File: config.mk
export PLATFORM = sky130hd
export DESIGN_NAME = bus_trace_monitor
export DESIGN_NICKNAME = d
export VERILOG_FILES = /design/src/rtl/bus_trace_monitor.sv
export SDC_FILE = /design/constraint.sdc
export NUM_CORES = 2
export LEC_CHECK = 0
export CAP_MARGIN = 20
export CORE_ASPECT_RATIO = 1.75
export CORE_MARGIN = 2
export CORE_UTILIZATION = 55
export CTS_BUF_LIST = sky130_fd_sc_hd__clkbuf_4 sky130_fd_sc_hd__clkbuf_8
export DETAILED_ROUTE_END_ITERATION = 8
export PLACE_DENSITY = 0.71
export REMOVE_ABC_BUFFERS = 1
export SYNTH_ARGS = -nofsm -noshare
export SYNTH_HDL_FRONTEND = slang
export SYNTH_SLANG_ARGS = --single-unit
export TNS_END_PERCENT = 5
File: constraint.sdc
create_clock -name clk -period 4.6 [get_ports clk]
set_input_delay 0.69 -clock clk [delete_from_list [all_inputs] [get_ports clk]]
set_output_delay 0.69 -clock clk [all_outputs]
set_load 0.02 [all_outputs]
File: src/rtl/bus_trace_monitor.sv
`default_nettype none
// ============================================================================
// Module   : bus_trace_monitor
// Purpose  : Records CPU bus transactions into a trace FIFO over a capture run that ends on abort, a full FIFO or the cycle limit.
// Options  : BUS_TRACE_TIMESTAMP_EN builds the timestamp register, which drives the ts field. Without it, ts reads 0.
// Revision : 1.0  initial release
// ============================================================================
module bus_trace_monitor #(
  parameter int ADDR_W      = 16,
  parameter int DATA_W      = 16,
  parameter int DEPTH       = 64,
  parameter int TS_W        = 20,
  parameter int CYCLE_LIMIT = 500000,
  parameter int WRAP        = 0
) (
  input  logic                              clk,
  input  logic                              reset,
  input  logic [ADDR_W-1:0]                 ADDRBUS,
  input  logic [1:0]                        CTRLBUS,
  input  logic [DATA_W-1:0]                 DATABUS,
  input  logic                              arm,
  input  logic                              abort,
  input  logic                              rd_en,
  output logic                              rd_valid,
  output logic [TS_W+2+ADDR_W+DATA_W-1:0]   rd_data,
  output logic [$clog2(DEPTH):0]            count,
  output logic                              empty,
  output logic                              full,
  output logic                              overflow,
  output logic                              proto_err,
  output logic                              timeout,
  output logic                              done
);

  localparam int AW      = $clog2(DEPTH);
  localparam int ENTRY_W = TS_W + 2 + ADDR_W + DATA_W;

  localparam logic [AW:0]   FULL_CNT = (AW+1)'(DEPTH);
  localparam logic [31:0]   LIM_LAST = 32'(CYCLE_LIMIT - 1);

  localparam logic [1:0] S_IDLE    = 2'd0;
  localparam logic [1:0] S_CAPTURE = 2'd1;
  localparam logic [1:0] S_DONE    = 2'd2;

  logic [1:0]          state;
  logic [31:0]         lim_cnt;
  logic [1:0]          prev_ctrl;
  logic [ADDR_W-1:0]   prev_addr;
  logic [AW-1:0]       wr_ptr;
  logic [AW-1:0]       rd_ptr;
  logic [ENTRY_W-1:0]  mem [DEPTH];
  logic                pop_pend;
  logic [ENTRY_W-1:0]  pop_data;
  logic [TS_W-1:0]     ts_val;

  logic capturing;
  logic new_txn;
  logic push_req;
  logic pop;
  logic full_drop;
  logic push;
  logic displace;
  logic limit_hit;

`ifdef BUS_TRACE_TIMESTAMP_EN
  logic [TS_W-1:0] ts_cnt;

  always_ff @(posedge clk or negedge reset) begin
    if (!reset) begin
      ts_cnt <= '0;
    end else if (arm) begin
      ts_cnt <= '0;
    end else if (capturing) begin
      ts_cnt <= ts_cnt + 1'b1;
    end
  end

  assign ts_val = ts_cnt;
`else
  assign ts_val = '0;
`endif

  assign empty     = (count == '0);
  assign full      = (count == FULL_CNT);
  assign done      = (state == S_DONE);
  assign capturing = (state == S_CAPTURE);

  // A transaction starts on the first non-idle cycle or whenever ctrl/addr changes.
  assign new_txn   = (CTRLBUS != 2'b00) &&
                     ((prev_ctrl == 2'b00) || (CTRLBUS != prev_ctrl) || (ADDRBUS != prev_addr));
  assign push_req  = capturing && new_txn && !arm;
  assign pop       = rd_en && !empty && !arm;
  assign full_drop = push_req && full && !pop && (WRAP == 0);
  assign push      = push_req && !full_drop;
  assign displace  = push && full && !pop;
  assign limit_hit = (CYCLE_LIMIT != 0) && (lim_cnt == LIM_LAST);

  always_ff @(posedge clk or negedge reset) begin
    if (!reset) begin
      prev_ctrl <= 2'b00;
      prev_addr <= '0;
    end else begin
      prev_ctrl <= CTRLBUS;
      prev_addr <= ADDRBUS;
    end
  end

  always_ff @(posedge clk or negedge reset) begin
    if (!reset) begin
      state     <= S_IDLE;
      lim_cnt   <= '0;
      overflow  <= 1'b0;
      proto_err <= 1'b0;
      timeout   <= 1'b0;
    end else if (arm) begin
      state     <= S_CAPTURE;
      lim_cnt   <= '0;
      overflow  <= 1'b0;
      proto_err <= 1'b0;
      timeout   <= 1'b0;
    end else if (capturing) begin
      lim_cnt <= lim_cnt + 1'b1;
      if (CTRLBUS == 2'b11) proto_err <= 1'b1;
      if (full_drop || displace) overflow <= 1'b1;
      if (limit_hit) timeout <= 1'b1;
      if (abort || limit_hit || full_drop) state <= S_DONE;
    end
  end

  always_ff @(posedge clk or negedge reset) begin
    if (!reset) begin
      wr_ptr <= '0;
      rd_ptr <= '0;
      count  <= '0;
    end else if (arm) begin
      wr_ptr <= '0;
      rd_ptr <= '0;
      count  <= '0;
    end else begin
      if (push) wr_ptr <= wr_ptr + 1'b1;
      // A wrap-mode overwrite retires the oldest entry in the same cycle.
      if (pop || displace) rd_ptr <= rd_ptr + 1'b1;
      case ({push && !displace, pop})
        2'b10:   count <= count + 1'b1;
        2'b01:   count <= count - 1'b1;
        default: count <= count;
      endcase
    end
  end

  always_ff @(posedge clk) begin
    if (push) mem[wr_ptr] <= {ts_val, CTRLBUS, ADDRBUS, DATABUS};
  end

  always_ff @(posedge clk or negedge reset) begin
    if (!reset) begin
      pop_pend <= 1'b0;
      pop_data <= '0;
      rd_valid <= 1'b0;
      rd_data  <= '0;
    end else begin
      pop_pend <= pop;
      if (pop) pop_data <= mem[rd_ptr];
      rd_valid <= pop_pend;
      if (pop_pend) rd_data <= pop_data;
    end
  end

endmodule
`default_nettype wire

==> reports/results.txt <==
hold_buf cts = 6
Worst Skew = 0.0623 ns
global-route wire length before repair = 327000 um
Crit path largest cell delay = 0.81 ns
Crit. End Element = output pin
Remaining Overflow, GRT = 0
FF+latch count, synth = 2320
# Max-Cap Violations = 0
vias per cell = 6.36
hold_sp = DATABUS[1]
area share of the largest cell type after synthesis = 72.8%
Post-synth top flop = edfxtp_1
Critical Path Start Type = flip-flop
root buffer cell = clkbuf_8
register area share after synthesis = 76.8%
DP Cell Count = 6516
1st-iter DRT viols = 4836
Tot GR Track Use = 27.9%
worst relative slew slack = 30.3%
Post-Syn Area = 89700 um^2
Hold WC Path Type = in2reg
fraction of registers with async set/reset = 6.21%
outcome = finished clean
Starting Density = 55.2%
setup repair bufs after CTS = 0
row count = 196
initial antenna violation count = 11
Int Power = 35500 uW
PD cells = 464 nW/um^2
Comb pwr share = 14.9%
die area = 167000 um^2
DR pass1 iterations = 5
Setup CP Type = reg2out
CP Max Fanout = 6
cell mode on critical path = nor2_1
CTS max path bufs = 4
Mapped Cells = 4255
CTS Buf Count = 319
Clock power frac = 34.6%
synth warn = 0
Filler Cells Inserted = 10800
critical path required time = 3.91 ns
leakage power = 0.0322 uW
vias = 45200
largest net degree at the start of global routing = 105
number of top-level pins = 107
Clk Latency, worst-skew pair = 0.92 ns
Final Hold Viols = 0
number of buffers and inverters on the critical path = 1
H-tree depth = 5
Final ANT Viol Nets = 0
crit-path leading delay family = simple AND/OR/NAND/NOR gates
RSZ-0062 raised after global routing = no
Area Overhead vs Synth = 13.7%
switching power = 11800 uW
Final HPWL DP = 132000 um
CTS resizes = 0
worst supply voltage drop on vdd = 0.000270 V
drt drc = 0
CP startpoint = count[1]$_DFFE_PN0P_
Slew Viols, Final = 0
final period utilization = 88.8%
port bufs = 86
Seq pwr share = 50.5%
core area = 163000 um^2
CTS tree = built
critical path, cell by cell = nor2_1, nand3_1, nor2_1, clkdlybuf4s50_1
fin area = 102000 um^2
switching share of power = 25.0%
Die Y = 538 um
DIE WIDTH = 309 um
number of flops mapped to enable cells by yosys = 2176
Netlist cell types = 66
TNS Setup = 0 ns
Area after DPL = 95200 um^2
synth top area cells = edfxtp_1 73%, mux4_2 12%, dfrtp_1 4.0%
drt total wl = 229000 um
Final Power = 47300 uW
vias in the first global route = 46500
fin crit period = 4.08 ns
area leader, netlist = edfxtp_1
wire length per cell = 32.3 um
syn avg cell area = 21.1 um^2
Slowest-stage cell, CP = clkdlybuf4s50_1
share of layout cells above drive strength 1 = 29.3%
Worst-Margin Slew = 1.05 ns
Nets = 4722
clock sink count = 2320
reg-to-reg critical path startpoint = prev_addr[1]$_DFF_PN0_
f_max = 245 MHz
hold_ws = 0.113 ns
Final Non-Filler Cells = 7110
clock slew at reported path FFs = 0.07 ns
Arr. time, crit path = 3.39 ns
Setup violations, final = 0
GPL Wtd Cong = 0.844
## worst reg2reg max path: cells and delay by family, from the launching register on
kind                     cells  cell delay [ns]
AO/OA/AOI/OAI                6             1.42
AND/OR/NAND/NOR              4             1.08
buffers and inverters        2             0.39
flip-flops                   1             0.37
adder cells (fa/ha/maj)      1             0.32
XOR/XNOR                     1             0.20
## registers in the layout, summed over array words and instances, names as in the netlist, 6 cells and up
register / count
rd_data: 34
count: 7
rd_ptr: 6
wr_ptr: 6
lim_cnt: 32
pop_data: 34
mem: 2176
prev_addr: 16
## layout make-up
cell class	count	area, um^2	area share [%]
multi-input cells	1694	20000	19.6
clock buffers	429	5390	5.28
well taps	2178	2730	2.67
flip-flops and latches	2320	69000	67.6
clock inverters	145	1230	1.20
diodes	5	12.5	0.0123
repair buffers	331	3750	3.67
inverters	8	35.0	0.0343
## metal layers
layer / vias to the layer above / share of wire, % / track usage, %
li1: 18500 / - / -
met1: 23800 / 34 / 33.6
met2: 2330 / 53 / 48.3
met3: 549 / 8.1 / 4.81
met4: 8 / 5.2 / 14.0
met5: - / 0.022 / 0
## through the flow
step | utilization (%) | setup WS (ns)
2_1_floorplan | - | -21.94
3_3_place_gp | 58.5 | -0.341
3_5_place_dp | 58.5 | 0.286
4_1_cts | 62.6 | 0.451
5_1_grt | 62.8 | 0.382
6_report | 62.8 | 0.517
## power by group through the flow
stage,Clock (uW),Combinational [uW],Sequential (uW)
after floorplan,0,4750,24800
after global placement,0,6980,24400
after detailed placement,0,7070,24400
after CTS,16600,7090,23900
after global routing,17400,7480,23900
final,16400,7030,23900
## kinds of logic (layout without fill, tap and decap cells)
logic type | after synthesis | count (layout) | share of synthesized area (%)
AO/OA/AOI/OAI | 378 | 378 | 2.97
multiplexers | 839 | 839 | 15.9
other | 1 | 25 | 0.00418
AND/OR/NAND/NOR | 395 | 395 | 2.02
buffers and inverters | 260 | 913 | 1.58
flip-flops | 2320 | 2320 | 76.8
XOR/XNOR | 53 | 53 | 0.517
adder cells (fa/ha/maj) | 9 | 9 | 0.134
## cell usage in the layout, fill, tap and decap left out, types with 12 or more instances in the layout
| master | netlist | routed |
|---|---|---|
| a22oi_1 | 60 | 60 |
| mux4_2 | 463 | 463 |
| nand3_1 | 24 | 24 |
| nand4_1 | 20 | 20 |
| nand2_1 | 94 | 92 |
| a21oi_1 | 40 | 40 |
| a311oi_1 | 24 | 24 |
| o21ai_0 | 34 | 34 |
| o22ai_1 | 72 | 72 |
| conb_1 | 1 | 20 |
| edfxtp_1 | 2176 | 2176 |
| mux2_2 | 93 | 93 |
| buf_12 | 0 | 95 |
| nor4_1 | 12 | 12 |
| nor3_1 | 19 | 18 |
| buf_4 | 56 | 142 |
| clkbuf_4 | 0 | 82 |
| clkinv_2 | 0 | 48 |
| nor2_4 | 0 | 64 |
| bufinv_16 | 0 | 19 |
| o31ai_1 | 53 | 53 |
| clkinv_1 | 0 | 51 |
| xnor2_1 | 13 | 13 |
| clkbuf_8 | 0 | 348 |
| buf_2 | 68 | 36 |
| dfrtp_1 | 144 | 139 |
| clkinvlp_4 | 0 | 16 |
| a22o_1 | 24 | 24 |
| mux2i_1 | 282 | 282 |
| a2bb2oi_1 | 25 | 25 |
| nor2_1 | 165 | 98 |
| clkdlybuf4s50_1 | 0 | 50 |
| xor2_1 | 40 | 40 |
## synthesized netlist by cell type (all sizes together), types with 3 or more instances
cell     count
dfrtp      144
a22o        24
buf        165
mux4       463
nor2       166
o31ai       53
o22ai       72
a31oi        3
a311oi      24
nand4       20
and3         9
a2bb2oi     25
nand3b       6
a21oi       40
mux2        93
or3          5
edfxtp    2176
o221ai       5
a211oi      10
ha           8
nand3       24
or4          3
nand2       94
nor4b        3
xor2        40
nor3        19
xnor2       13
nor2b       13
nand2b       5
nor4        12
o21ai       41
and2         5
mux2i      283
inv          8
a21o         7
clkbuf      87
o311ai       3
a22oi       60
or2          3
## final timing paths
kind	to	slack [ns]	cells after the start
setup reg to reg	count[6]$_DFFE_PN0P_	0.72	14
setup / recovery	full	0.52	4
min in group asynchronous	lim_cnt[27]$_DFFE_PN0P_	0.42	2
hold reg to reg	pop_data[5]$_DFFE_PN0N_	0.49	2
hold / removal	mem[63][1]$_DFFE_PP_	0.11	1
max in group asynchronous	rd_data[15]$_DFFE_PN0P_	3.08	3
Note: power is estimated with default switching activity, not from simulation.
